$ cat src/rtl/ps2_pkg.sv
// Shared PS/2 receiver definitions: frame FSM states, scan-code prefixes and
// the odd-parity check used on every received frame.
package ps2_pkg;

  typedef enum logic [1:0] {
    IDLE   = 2'd0,
    DATA   = 2'd1,
    PARITY = 2'd2,
    STOP   = 2'd3
  } ps2_state_t;

  localparam logic [7:0] PS2_EXT_PREFIX   = 8'hE0;
  localparam logic [7:0] PS2_BREAK_PREFIX = 8'hF0;

  // True when data byte plus parity bit carry an odd number of ones.
  function automatic logic odd_parity_ok(input logic [7:0] data, input logic parity);
    return ^{data, parity};
  endfunction

endpackage

$ cat src/rtl/ps2_edge_filter.sv
// PS/2 clock conditioning: multi-stage synchroniser, run-length de-glitch
// filter (output starts high, the idle level of the bus) and a registered
// one-cycle pulse on every falling edge of the filtered clock.
module ps2_edge_filter #(
  parameter int SYNC_STAGES = 2,
  parameter int FILTER_LEN  = 4
) (
  input  logic clk,
  input  logic srst,
  input  logic raw,
  output logic fall
);

  localparam int CW = (FILTER_LEN > 1) ? $clog2(FILTER_LEN) : 1;
  localparam logic [CW-1:0] RUN_LAST = CW'(FILTER_LEN - 1);

  logic [SYNC_STAGES-1:0] sync_reg;
  logic                   filt_reg;
  logic [CW-1:0]          run_reg;
  logic                   fall_reg;
  logic                   sync_out;

  assign sync_out = sync_reg[SYNC_STAGES-1];
  assign fall     = fall_reg;

  // Synchronise the pin, then only follow it after FILTER_LEN equal samples.
  always_ff @(posedge clk) begin
    if (srst) begin
      sync_reg <= '1;
      filt_reg <= 1'b1;
      run_reg  <= '0;
      fall_reg <= 1'b0;
    end else begin
      sync_reg <= {sync_reg[SYNC_STAGES-2:0], raw};
      fall_reg <= 1'b0;
      if (sync_out == filt_reg) begin
        run_reg <= '0;
      end else if (run_reg == RUN_LAST) begin
        filt_reg <= sync_out;
        run_reg  <= '0;
        fall_reg <= ~sync_out;
      end else begin
        run_reg <= run_reg + CW'(1);
      end
    end
  end

endmodule

$ cat src/rtl/ps2_rx_module.sv
// PS/2 device-to-host receiver: de-glitched clock, 11-bit frame deserialiser
// with start/parity/stop checks and an inter-edge timeout. Good bytes leave
// as a one-cycle code_valid_o strobe; any frame fault as frame_err_o.
// Optional build macro PS2_BREAK_FILTER_EN: E0/F0 prefixes are absorbed and
// reported on code_ext_o/code_break_o alongside the following byte.
module ps2_rx_module #(
  parameter int SYNC_STAGES = 2,
  parameter int FILTER_LEN  = 4,
  parameter int TIMEOUT_CYC = 10000
) (
  input  logic       CLK,
  input  logic       RST,
  input  logic       ps2_clk_i,
  input  logic       ps2_data_i,
  output logic [7:0] code_o,
  output logic       code_valid_o,
  output logic       code_ext_o,
  output logic       code_break_o,
  output logic       frame_err_o,
  output logic       busy_o
);
  import ps2_pkg::*;

  localparam int TW = (TIMEOUT_CYC > 2) ? $clog2(TIMEOUT_CYC) : 1;
  localparam logic [TW-1:0] TMO_LAST = TW'(TIMEOUT_CYC - 1);

  logic                   clk_fall;
  logic [SYNC_STAGES-1:0] data_sync_reg;
  logic                   data_bit;

  ps2_state_t state_reg;
  logic [2:0]    bit_cnt_reg;
  logic [7:0]    shift_reg;
  logic          parity_reg;
  logic [TW-1:0] tmo_reg;
  logic          busy_reg;
  logic [7:0]    code_reg;
  logic          valid_reg;
  logic          err_reg;

  logic timeout_hit;
  logic take;
  logic bad_start;
  logic stop_seen;
  logic stop_ok;
  logic byte_good;
  logic err_now;

  ps2_edge_filter #(
    .SYNC_STAGES (SYNC_STAGES),
    .FILTER_LEN  (FILTER_LEN)
  ) u_clk_filter (
    .clk  (CLK),
    .srst (RST),
    .raw  (ps2_clk_i),
    .fall (clk_fall)
  );

  // Data line is only synchronised; it is sampled in the filtered-clock fall cycle.
  always_ff @(posedge CLK) begin
    if (RST) begin
      data_sync_reg <= '1;
    end else begin
      data_sync_reg <= {data_sync_reg[SYNC_STAGES-2:0], ps2_data_i};
    end
  end

  assign data_bit = data_sync_reg[SYNC_STAGES-1];

  // Frame events for this cycle; a timeout swallows a coincident edge.
  always_comb begin
    timeout_hit = (state_reg != IDLE) && (tmo_reg == TMO_LAST);
    take        = clk_fall && !timeout_hit;
    bad_start   = take && (state_reg == IDLE) && data_bit;
    stop_seen   = take && (state_reg == STOP);
    stop_ok     = data_bit && odd_parity_ok(shift_reg, parity_reg);
    byte_good   = stop_seen && stop_ok;
    err_now     = timeout_hit || bad_start || (stop_seen && !stop_ok);
  end

  // Frame FSM, bit counter and inter-edge timeout counter.
  always_ff @(posedge CLK) begin
    if (RST) begin
      state_reg   <= IDLE;
      bit_cnt_reg <= '0;
      shift_reg   <= '0;
      parity_reg  <= 1'b0;
      tmo_reg     <= '0;
      busy_reg    <= 1'b0;
    end else if (timeout_hit) begin
      state_reg <= IDLE;
      tmo_reg   <= '0;
      busy_reg  <= 1'b0;
    end else begin
      if ((state_reg == IDLE) || clk_fall) begin
        tmo_reg <= '0;
      end else begin
        tmo_reg <= tmo_reg + TW'(1);
      end
      if (clk_fall) begin
        case (state_reg)
          IDLE: begin
            if (!data_bit) begin
              state_reg   <= DATA;
              bit_cnt_reg <= '0;
              busy_reg    <= 1'b1;
            end
          end
          DATA: begin
            shift_reg[bit_cnt_reg] <= data_bit;
            bit_cnt_reg            <= bit_cnt_reg + 3'd1;
            if (bit_cnt_reg == 3'd7) begin
              state_reg <= PARITY;
            end
          end
          PARITY: begin
            parity_reg <= data_bit;
            state_reg  <= STOP;
          end
          STOP: begin
            state_reg <= IDLE;
            busy_reg  <= 1'b0;
          end
          default: begin
            state_reg <= IDLE;
            busy_reg  <= 1'b0;
          end
        endcase
      end
    end
  end

`ifdef PS2_BREAK_FILTER_EN
  logic pend_ext_reg;
  logic pend_break_reg;
  logic ext_reg;
  logic break_reg;

  // Output strobes; prefixes are held pending and attached to the next real byte.
  always_ff @(posedge CLK) begin
    if (RST) begin
      code_reg       <= '0;
      valid_reg      <= 1'b0;
      err_reg        <= 1'b0;
      pend_ext_reg   <= 1'b0;
      pend_break_reg <= 1'b0;
      ext_reg        <= 1'b0;
      break_reg      <= 1'b0;
    end else begin
      valid_reg <= 1'b0;
      err_reg   <= err_now;
      if (err_now) begin
        pend_ext_reg   <= 1'b0;
        pend_break_reg <= 1'b0;
      end else if (byte_good) begin
        if (shift_reg == PS2_EXT_PREFIX) begin
          pend_ext_reg <= 1'b1;
        end else if (shift_reg == PS2_BREAK_PREFIX) begin
          pend_break_reg <= 1'b1;
        end else begin
          code_reg       <= shift_reg;
          valid_reg      <= 1'b1;
          ext_reg        <= pend_ext_reg;
          break_reg      <= pend_break_reg;
          pend_ext_reg   <= 1'b0;
          pend_break_reg <= 1'b0;
        end
      end
    end
  end

  assign code_ext_o   = ext_reg;
  assign code_break_o = break_reg;
`else
  // Output strobes; every good byte, prefixes included, is passed on raw.
  always_ff @(posedge CLK) begin
    if (RST) begin
      code_reg  <= '0;
      valid_reg <= 1'b0;
      err_reg   <= 1'b0;
    end else begin
      valid_reg <= byte_good;
      err_reg   <= err_now;
      if (byte_good) begin
        code_reg <= shift_reg;
      end
    end
  end

  assign code_ext_o   = 1'b0;
  assign code_break_o = 1'b0;
`endif

  assign code_o       = code_reg;
  assign code_valid_o = valid_reg;
  assign frame_err_o  = err_reg;
  assign busy_o       = busy_reg;

endmodule

$ cat config.mk
export PLATFORM = sky130hd
export DESIGN_NAME = ps2_rx_module
export DESIGN_NICKNAME = d
export VERILOG_FILES = /design/src/rtl/ps2_pkg.sv /design/src/rtl/ps2_edge_filter.sv /design/src/rtl/ps2_rx_module.sv
export SDC_FILE = /design/constraint.sdc
export NUM_CORES = 1
export LEC_CHECK = 0
export CORE_ASPECT_RATIO = 0.6
export CORE_MARGIN = 3
export CORE_UTILIZATION = 60
export DETAILED_ROUTE_END_ITERATION = 7
export DONT_BUFFER_PORTS = 1
export HOLD_SLACK_MARGIN = 0.06
export PLACE_DENSITY_LB_ADDON = 0.08
export REMOVE_ABC_BUFFERS = 1
export SLEW_MARGIN = 10
export SYNTH_ARGS = -nofsm -noshare
export SYNTH_HDL_FRONTEND = slang
export SYNTH_SLANG_ARGS = --single-unit
$ cat constraint.sdc
create_clock -name CLK -period 3.86 [get_ports CLK]
set_clock_uncertainty 0.15 [all_clocks]
set_input_delay 0.579 -clock CLK [delete_from_list [all_inputs] [get_ports CLK]]
set_output_delay 0.579 -clock CLK [all_outputs]
set_load 0.05 [all_outputs]
# After elaboration in Yosys (flattened, before gate mapping)
# Index checks and enable logic that the tools add are counted.
totals:
  elab_cells: 71
  inputBits: 4
  output_inout_bits: 13
  register_bits: 47
classes:
  n_mux: 10
  reduce_logical: 29
  bitwise_logic: 4
  n_eq_ne: 9
  order_cmp: 2
  n_addsub: 3
op_table:
  columns: ["operator", "n"]
  rows:
  - ["adder 14 x 1 -> 14 bit, second input constant", 1]
  - ["equality test 14 bit, second input constant", 1]
  - ["AND reduction 3 bit", 4]
  - ["logical AND 1 bit", 9]
  - ["OR reduction 3 bit", 3]
  - ["XOR reduction 9 bit", 1]
  - ["bitwise mux 8 bit", 1]
  - ["one-hot mux 2 bit (4 select lines)", 1]
  - ["equality test 2 bit, second input constant", 3]
  - ["one-hot mux 3 bit (2 select lines)", 1]
  - ["nonzero test 2 bit", 3]
  - ["< comparator 3 x 4 -> 1 bit, second input constant", 1]
  - ["two-way mux 2 bit", 2]
  - ["!= test 2 bit, second input constant", 2]
  - ["inverter 1 bit", 4]
  - ["AND reduction 4 bit", 1]
  - ["adder 3 x 1 -> 3 bit, second input constant", 1]
  - ["demux 1 bit (select 3 bit)", 1]
  - ["equality test 3 bit, second input constant", 1]
  - [">= comparator 3 x 1 -> 1 bit, second input constant", 1]
  - ["logical OR 1 bit", 3]
  - ["two-way mux 3 bit", 1]
  - ["adder 2 x 1 -> 2 bit, second input constant", 1]
  - ["equality test 2 x 1 -> 1 bit, second input constant", 1]
  - ["7 further kinds", 9]

# Logic depth before layout (Yosys ltp)
# Gate-level depths: netlist (run 1).
logic_depth:
  word_depth: 8
  ltp_mapped: 9
  depth_no_buf: 7

# Cells and area by module
# A second synthesis (run 1) with hierarchy kept.
unflattened:
  cells_unflattened: 212
  area_unflattened_um2: 2165.8
modules_own_cells:
  columns: ["mod", "instances", "cells_per_inst", "seq_area_each_um2", "area_each_um2"]
  rows:
  - ["ps2_rx_module", 1, 197, 820.8, 1961.9]
  - ["ps2_edge_filter", 1, 15, 120.1, 203.9]

# Least setup slack after synthesis (run 1)
# Ideal clock, no wire load.
synth_timing:
  path_type: "reg2reg"
  from: "register tmo_reg[0]"
  to: "register shift_reg[0]"
  synth_period_minus_slack_ns: 1.940
  t_arrival_ns: 1.662
  t_required_ns: 3.582
  path_stages_with_launch: 9
  slack_ns: 1.920
  n_path_buf: 2
  setup_time_ns: 0.128
  path_cell_list: "dfxtp_1 -> ha_1 -> and3_1 -> buf_2 -> a41oi_1 -> buf_2 -> and4bb_1 -> mux2i_1 -> nor2_1"
synth_via:
  elab_chain_cells: 4
synth_lines:
  columns: ["item", "line_no", "rtl"]
  rows:
  - ["from (decl)", "ps2_rx_module.sv:35", "logic [TW-1:0] tmo_reg;"]
  - ["from (signal assigned)", "ps2_rx_module.sv:98", "tmo_reg <= tmo_reg + TW'(1);"]
  - ["equality test 14 bit", "ps2_rx_module.sv:72", "timeout_hit = (state_reg != IDLE) && (tmo_reg == TMO_LAST);"]
  - ["logical AND 1 bit", "ps2_rx_module.sv:72", null]
  - ["inverter 1 bit (no line)", null, null]
  - ["AND reduction 3 bit (no line)", null, null]
  - ["to (signal, indexed assignment)", "ps2_rx_module.sv:110", "shift_reg[bit_cnt_reg] <= data_bit;"]
  - ["to (decl)", "ps2_rx_module.sv:33", "logic [7:0] shift_reg;"]
# No other way between the ends.
# A chain may end at the register's enable or synchronous reset.

# Worst setup path after layout (run 1)
layout_timing:
  from: "register tmo_reg[0]"
  to: "register code_reg[5], in the netlist code_o[5]"
layout_via:
  elab_chain_cells: 6
layout_lines:
  columns: ["item", "line_no", "rtl"]
  rows:
  - ["equality test 14 bit", "ps2_rx_module.sv:72", null]
  - ["logical AND 1 bit", "ps2_rx_module.sv:72", null]
  - ["zero test 1 bit", "ps2_rx_module.sv:73", "take = clk_fall && !timeout_hit;"]
  - ["logical AND 1 bit", "ps2_rx_module.sv:73", null]
  - ["logical AND 1 bit", "ps2_rx_module.sv:75", "stop_seen = take && (state_reg == STOP);"]
  - ["logical AND 1 bit", "ps2_rx_module.sv:77", "byte_good = stop_seen && stop_ok;"]
  - ["to (signal assigned)", "ps2_rx_module.sv:185", "code_reg <= shift_reg;"]
  - ["to (decl)", "ps2_rx_module.sv:37", "logic [7:0] code_reg;"]
# No other way between the ends.

==> reports/metrics.yaml, run 1 <==
status: "completed"
die_y_um: 52.1
grt_antenna_before_repair: 0
crit_start: "tmo_reg[0]$_SDFF_PP0_"
grt_setup_unrepaired: "no"
worst_hold_slack_ns: 0.188
drv_cap: 0
crit_chain: "ha_1, and3_1, a41oi_1, and4_1, mux2i_1"
power_density_nw_per_um2: 385
clk_pin_slew_ns: 0.09
clockBufferDepth: 2
routedWlPerCell_um: 14.1
clk-insertion-delay-late_ns: 0.31
ys_ff_latch: 47
cts.sinks: 47
gp_congestion: 0.811
hold_class: "in -> reg"
yosysTopAreaCellShare_pct: 44.2
grt_max_degree: 39
r2r-start: "tmo_reg[0]$_SDFF_PP0_"
drt_iter0_drc: 65
cts_root_buf: "clkbuf_8"
tritoncts: "built"
hpwl_um: 2650
core_region_area_um2: 3320
syn_area_um2: 2130
drc_errors: 0
ys_warn_count: 0
synth.distinct_cells: 41
final_area_um2: 2230
tns_ns: 0
period_share_pct: 70.7
netlist_instances: 223
final_hold_viol_count: 0
grt_pass1_vias: 1411
htree_num_levels: 2
crit_slowest_cell: "a41oi_1"
cts_hold_buf: 0
die_w_um: 82.9
endpoint_kind: "flip-flop"
diodes: 0
setup_viol: 0
fp-row-count: 16
maxSlewViolCount: 0
grt_use_total_pct: 19.5
synth-seq-area-share_pct: 44.2
hp-start: "RST"
avgSynthCellArea_um2: 9.55
via_count: 1460
timing.slew.headroom_pct: 43.3
dieArea_um2: 4320
yosys.area.top_type: "dfxtp_1"
ant_nets: 0
cp-start-kind: "flip-flop"
largest_reg_flops: 14
synthTopCellsByArea: "dfxtp_1 44%, mux2i_1 8.5%, nor2_1 5.6%"
drive_gt1_share_pct: 6.82
ios: 17
area_delta_synth_final_pct: 4.76
max_freq_mhz: 366
start_util_pct: 64.1
drtPass1Iterations: 4
finish.utilization_pct: 67.1
wl_um: 3730
worstSetupPathType: "reg -> reg"
worst_pin_slew_ns: 0.840
finalCriticalPeriod_ns: 2.73
p_leak_nw: 0.842
crit_arrival_ns: 2.81
final_common_cell: "dfxtp_1"
cp.required_ns: 3.94
via_per_inst: 5.51
grt_first_pass_wirelength_um: 6520
ir_drop_mv: 0.279
dpl_cell_area_um2: 2120
fin_nets: 231
cts_inserted_buffers: 5
async_reset_ff_share_pct: 0
most-common-layout-cells: "47 x dfxtp_1, 32 x nor2_1, 18 x mux2i_1"
ctsResizeCount: 0
port_buffers: 0
synth-edff-count: 0
grt_overflow: 0
postCtsSetupBuffers: 0
worstPathMaxFanout: 11
slowest_delay_ns: 0.74
synthFlopType: "dfxtp_1"
Yosys cell counts (3+ instances only):
cell / n
clkbuf_1: 5
mux2i_1: 18
nand2b_1: 14
xor2_1: 7
or2_2: 4
nand4_1: 5
nor2_1: 32
inv_1: 8
buf_2: 3
a21oi_1: 5
or2b_1: 3
ha_1: 8
xnor2_1: 11
nand3_1: 8
and3_1: 4
dfxtp_1: 47
nand2_1: 10
cells by family after synthesis:
kind of cell | after synthesis | synth area share (%)
simple gates | 96 | 24.6
flops | 47 | 44.2
xor+xnor | 20 | 9.22
buf+inv | 20 | 4.76
mux | 18 | 8.46
compound gates | 13 | 3.94
fa+ha+maj | 8 | 4.70
other cells | 1 | 0.176
where the power goes:
group          leakage (nW)  internal [mW]  switching, mW
clock network        0.0581          0.193          0.167
registers             0.379          0.487        0.00223
logic                 0.404        0.00442        0.00558
per-layer routing:
metal | vias up | routed length, µm | track usage, %
met4 | 0 | 83 | 9.78
met1 | 685 | 1870 | 25.7
li1 | 734 | - | -
met5 | - | 0 | 0
met3 | 7 | 208 | 5.70
met2 | 34 | 1570 | 29.5
through the flow:
| step | setup slack, ns | cells | total power [mW] |
|---|---|---|---|
| final | 1.13 | 265 | 0.859 |
| after global routing | 1.04 | 265 | 0.894 |
| after CTS | 1.19 | 265 | 0.868 |
| after detailed placement | 1.21 | 257 | 0.510 |
| after global placement | 1.35 | 257 | 0.510 |
| after floorplan | 1.58 | 212 | 0.509 |
worst max-delay path, delay by kind of cell (launching register included):
kind            cells  cell delay, ns
flops               1            0.35
compound gates      1            0.74
mux                 1            0.26
fa+ha+maj           1            0.23
simple gates        2            0.92
cell type report:
type / instances / area [µm²]
inverter: 8 / 30.0
clock inverter: 3 / 43.8
sequential: 47 / 941
multi-input combinational: 157 / 1090
clock buffer: 5 / 68.8
tap: 45 / 56.3
fill: 284 / 1090
path summary, 6_finish.rpt:
kind	depth (start not counted)	endpoint	slack (ns)
worst max-delay path	5	code_o[5]$_SDFFE_PP0P_	1.13
worst min-delay path	1	bit_cnt_reg[0]$_SDFFE_PP0P_	0.19
worst max register to register	5	code_o[5]$_SDFFE_PP0P_	1.13
worst min register to register	1	u_clk_filter.sync_reg[1]$_SDFF_PP1_	0.27
Note: power is estimated with default switching activity, not from simulation.
==> run 2, diff against run 1 <==
--- a/config.mk
+++ b/config.mk
@@ -7,7 +7,7 @@
 export LEC_CHECK = 0
 export CORE_ASPECT_RATIO = 0.6
 export CORE_MARGIN = 3
-export CORE_UTILIZATION = 60
+export CORE_UTILIZATION = 56
 export DETAILED_ROUTE_END_ITERATION = 7
 export DONT_BUFFER_PORTS = 1
 export HOLD_SLACK_MARGIN = 0.06
==> constraint.sdc (replaced) <==
create_clock -name CLK -period 2.3 [get_ports CLK]
set_clock_uncertainty 0.15 [all_clocks]
set_input_delay 0.345 -clock CLK [delete_from_list [all_inputs] [get_ports CLK]]
set_output_delay 0.345 -clock CLK [all_outputs]
set_load 0.05 [all_outputs]
==> run 2 against run 1 <==
First-iteration DRC count increased by 54%. Via count grew 0.21%. Final area rose by 2.4%. Setup slack got worse by 0.93 ns. Count of clock-buffer cells in the layout is the same. Register-to-register slack got worse by 0.93 ns. Flip-flop and latch count did not move. Critical path type unchanged. Largest power group unchanged.
==> reports/metrics.yaml, run 2 (same netlist as run 1, synthesis figures left out) <==
hp-start: "RST"
via_per_inst: 5.34
cts_inserted_buffers: 5
final_common_cell: "dfxtp_1"
gp_congestion: 0.777
finalCriticalPeriod_ns: 2.10
die_w_um: 85.6
setup_ws_ns: 0.203
timing.slew.headroom_pct: 53.9
clk_pin_slew_ns: 0.10
grt_util_met3_pct: 5.66
final_area_um2: 2280
clockBufferDepth: 2
dp.cells: 263
clk-insertion-delay-late_ns: 0.30
finish.utilization_pct: 66.4
fin_nets: 240
crit_start: "state_reg[0]$_SDFFE_PP0P_"
period_share_pct: 91.2
grt_overflow: 0
ios: 17
crit_arrival_ns: 2.11
r2r_slack_ns: 0.20
hpwl_um: 2790
hold_path_depth: 2
cts.sinks: 47
die_y_um: 53.8
routedWlPerCell_um: 14.2
core_region_area_um2: 3440
grtUsageMet2_pct: 27.2
fp-row-count: 16
grt_pass1_vias: 1342
status: "completed"
drtPass1Iterations: 4
hold_class: "in -> reg"
endpoint_kind: "flip-flop"
busiest_layer: "met2"
drc_errors: 0
power_density_nw_per_um2: 589
htree_num_levels: 2
worst_pin_slew_ns: 0.689
start_util_pct: 61.8
grt_use_total_pct: 18.5
power_mw: 1.35
port_buffers: 0
worstSetupPathType: "reg -> reg"
diodes: 0
tns_ns: 0
tritoncts: "built"
min_to: "code_o[2]$_SDFFE_PP0P_"
drive_gt1_share_pct: 9.17
cp.required_ns: 2.32
final_hold_viol_count: 0
drv_cap: 0
p_leak_nw: 0.873
cts_root_buf: "clkbuf_8"
postCtsSetupBuffers: 0
wl_um: 3900
worst_hold_slack_ns: 0.0706
max_freq_mhz: 477
most-common-layout-cells: "47 x dfxtp_1, 32 x nor2_1, 18 x mux2i_1"
ir_drop_mv: 0.353
grt_use_met1_pct: 26.7
rr_worst_depth: 7
grt_first_pass_wirelength_um: 6400
via_count: 1463
r2r_end: "tmo_reg[12]$_SDFF_PP0_"
maxSlewViolCount: 0
layout.cells.non_filler: 274
r2r-start: "state_reg[0]$_SDFFE_PP0P_"
pre_cts_ws_ns: 0.222
setup_viol: 0
grt_setup_unrepaired: "no"
drt_iter0_drc: 100
grt_max_degree: 21
cp-start-kind: "flip-flop"
dieArea_um2: 4600
largest_reg_flops: 14
grt_antenna_before_repair: 0
dpl_cell_area_um2: 2160
worstPathMaxFanout: 14
area_delta_synth_final_pct: 7.29
ant_nets: 0
-- run 2: cell types whose count changed in the layout (fill, tap and decap cells not counted) --
cell,change
buf_4,+6
inv_6,+1
bufinv_16,-1
dlygate4sd3_1,+3
-- run 2: area by class of cell --
cell class	instances	area [µm²]
clock buffer	5	68.8
clock inverter	3	22.5
multi-input combinational	157	1090
tap	45	56.3
timing repair buffer	9	75.1
fill	274	1160
sequential	47	941
inverter	8	30.0
-- run 2: worst max-delay path, cell delays in order (launching register included) --
cell and delay, ns:
dfxtp_1 0.37, inv_1 0.10, ha_1 0.24, nor4b_2 0.29, nand4_2 0.13, nand2b_1 0.17
or3_1 0.41, nor2_1 0.11
-- run 2: worst max-delay path by stage --
stage | endpoint | slack (ns) | cells past startpoint
global route | tmo_reg[10]$_SDFF_PP0_ | 0.03 | 7
floorplan | code_o[0]$_SDFFE_PP0P_ | 0.02 | 5
detailed placement | tmo_reg[12]$_SDFF_PP0_ | 0.22 | 7
finish | tmo_reg[12]$_SDFF_PP0_ | 0.20 | 7
CTS | tmo_reg[12]$_SDFF_PP0_ | 0.20 | 7
global placement | shift_reg[0]$_SDFFE_PP0P_ | 0.30 | 7
-- run 2: power by group --
part | switching [mW] | total (mW) | internal (mW)
Combinational | 0.0170 | 0.0286 | 0.0116
Sequential | 0.00187 | 0.819 | 0.817
Clock | 0.280 | 0.498 | 0.218
-- run 2: timing repair --
item / CTS / global route
gates resized for setup: 0 / 0
hold buffers: 3 / 0
hold endpoints to repair: 19 / 0
-- run 2: metal layers --
layer / up-vias / routed length, µm
met1: 676 / 1990
li1: 747 / -
met4: 0 / 0
met3: 0 / 258
met5: - / 0
met2: 40 / 1660
==> run 3, diff against run 2 <==
--- a/config.mk
+++ b/config.mk
@@ -13,6 +13,7 @@
 export HOLD_SLACK_MARGIN = 0.06
 export PLACE_DENSITY_LB_ADDON = 0.08
 export REMOVE_ABC_BUFFERS = 1
+export SETUP_SLACK_MARGIN = 0.4
 export SLEW_MARGIN = 10
 export SYNTH_ARGS = -nofsm -noshare
 export SYNTH_HDL_FRONTEND = slang
==> run 3 against run 2 <==
Routed wire length rose by 14%. Via count grew 7.2%. Sequential power about the same. Count of clock-buffer cells in the layout stayed put. First-iteration DRC count fell by 3.0%. Utilization rose by 5.9 points. Cell count is 3.6% higher. Largest power group unchanged. Highest routed layer is now met4.
==> reports/metrics.yaml, run 3 (same netlist as run 1, synthesis figures left out) <==
status: "completed"
via_count: 1569
grt_antenna_before_repair: 0
finalCriticalPeriod_ns: 1.96
largest_reg_flops: 14
hold_path_depth: 2
grt_max_degree: 21
grt_overflow: 0
regArea_um2: 952
tritoncts: "built"
hpwl_um: 2790
setup_viol: 0
clockBufferDepth: 2
p_clk_share_pct: 37.3
timing.slew.headroom_pct: 54.6
ios: 17
start_util_pct: 61.8
grt_first_pass_wirelength_um: 6830
dieArea_um2: 4600
cp.required_ns: 2.37
n_fill_cell: 244
min_to: "code_o[4]$_SDFFE_PP0P_"
grt_use_met1_pct: 28.6
seqPwrFrac_pct: 60.6
multi_input_area_um2: 1190
hp-start: "RST"
ant_nets: 0
maxSlewViolCount: 0
core_region_area_um2: 3440
port_buffers: 0
crit_chain: "xnor2_2, xnor3_1, xnor2_2, and4_4, buf_8, mux2i_2"
r2r_slack_ns: 0.34
routedWlPerCell_um: 15.7
fin_nets: 250
clk_pin_slew_ns: 0.09
worstPathMaxFanout: 5
cell_internal_pwr_mw: 1.05
most-common-layout-cells: "40 x dfxtp_1, 31 x nor2_1, 17 x mux2i_1"
cp-start-kind: "flip-flop"
htree_num_levels: 2
wl_um: 4460
power_density_nw_per_um2: 542
ir_drop_mv: 0.355
final_hold_viol_count: 0
p_comb_share_pct: 2.1
endpoint_kind: "flip-flop"
cts_inserted_buffers: 5
drive_gt1_share_pct: 22.6
worst_pin_slew_ns: 0.679
crit_arrival_ns: 2.03
drtPass1Iterations: 4
cts_root_buf: "clkbuf_8"
die_w_um: 85.6
busiest_layer: "met2"
die_y_um: 53.8
area_delta_synth_final_pct: 16.8
grtUsageMet2_pct: 29.9
grt_util_met3_pct: 5.66
crit_slowest_cell: "xnor3_1"
cts.sinks: 47
dpl_cell_area_um2: 2160
fp-row-count: 16
clk-insertion-delay-late_ns: 0.30
slowest_delay_ns: 0.45
period_share_pct: 85.2
switchingPower_mw: 0.304
power_mw: 1.35
grt_use_total_pct: 19.9
hold_class: "in -> reg"
path_common_cell: "xnor2_2"
p_leak_nw: 0.950
via_per_inst: 5.52
p_sw_share_pct: 22.5
gp_congestion: 0.777
tns_ns: 0
grt_pass1_vias: 1398
final_common_cell: "dfxtp_1"
grt_setup_unrepaired: "yes"
diodes: 0
r2r_end: "code_o[1]$_SDFFE_PP0P_"
worstSetupPathType: "reg -> reg"
drc_errors: 0
drt_iter0_drc: 97
r2r-start: "shift_reg[3]$_SDFFE_PP0P_"
final_area_um2: 2490
drv_cap: 0
rr_worst_depth: 6
max_freq_mhz: 510
[run 3: cell types whose count changed in the layout (fill, tap and decap cells not counted), sizes merged]
cell / delta
buf: +10
[run 3: through the flow]
stage / hold slack [ns] / cells / util [%] / worst slack, ns
2_1_floorplan: 0.239 / 212 / - / 0.0240
3_3_place_gp: 0.243 / 263 / 62.8 / 0.301
3_5_place_dp: 0.249 / 263 / 62.8 / 0.222
4_1_cts: 0.0614 / 280 / 69.7 / 0.347
5_1_grt: 0.0695 / 284 / 72.2 / 0.279
6_report: 0.0701 / 284 / 72.2 / 0.340
[run 3: power by group through the flow]
stage / Sequential, mW / Clock [mW] / Combinational, mW
final: 0.817 / 0.503 / 0.0289
after global routing: 0.818 / 0.547 / 0.0313
after CTS: 0.819 / 0.513 / 0.0286
after detailed placement: 0.838 / 0 / 0.0200
after global placement: 0.838 / 0 / 0.0195
after floorplan: 0.838 / 0 / 0.0161
[run 3: worst max path at each step]
stage | slack (ns) | depth (start not counted) | end | startpoint
global route | 0.28 | 6 | code_o[1]$_SDFFE_PP0P_ | shift_reg[3]$_SDFFE_PP0P_
detailed placement | 0.22 | 7 | tmo_reg[12]$_SDFF_PP0_ | state_reg[0]$_SDFFE_PP0P_
finish | 0.34 | 6 | code_o[1]$_SDFFE_PP0P_ | shift_reg[3]$_SDFFE_PP0P_
global placement | 0.30 | 7 | shift_reg[0]$_SDFFE_PP0P_ | tmo_reg[0]$_SDFF_PP0_
CTS | 0.35 | 6 | code_o[7]$_SDFFE_PP0P_ | shift_reg[6]$_SDFFE_PP0P_
floorplan | 0.02 | 5 | code_o[0]$_SDFFE_PP0P_ | tmo_reg[0]$_SDFF_PP0_
[run 3: final cells by class]
class	instances	area share, %
well taps	45	2.26
clock buffers	5	2.77
inverters	8	1.31
flip-flops and latches	47	38.3
repair buffers	19	6.54
multi-input cells	157	47.9
clock inverters	3	0.905
[run 3: critical path, delay by kind of cell (launching register included)]
kind	cells	cell delay, ns
DFF	1	0.36
and+or+nand+nor	1	0.25
buffers and inverters	1	0.14
xor gates and xnor gates	3	0.79
muxes	1	0.22
[run 3: what timing repair did]
item | CTS | global route
resized for setup | 21 | 16
hold endpoints to repair | 19 | 0
buffers inserted | 4 | 4
gates cloned | 2 | 0
endpoints found under the setup margin | 37 | 25
pin swaps | 7 | 7
hold buffers | 3 | 0
[run 3: layer usage]
| metal | routed length, µm | up-vias |
|---|---|---|
| met2 | 2030 | 40 |
| met1 | 2190 | 751 |
| met3 | 237 | 2 |
| met4 | 6 | 0 |
| li1 | - | 776 |
| met5 | 0 | - |
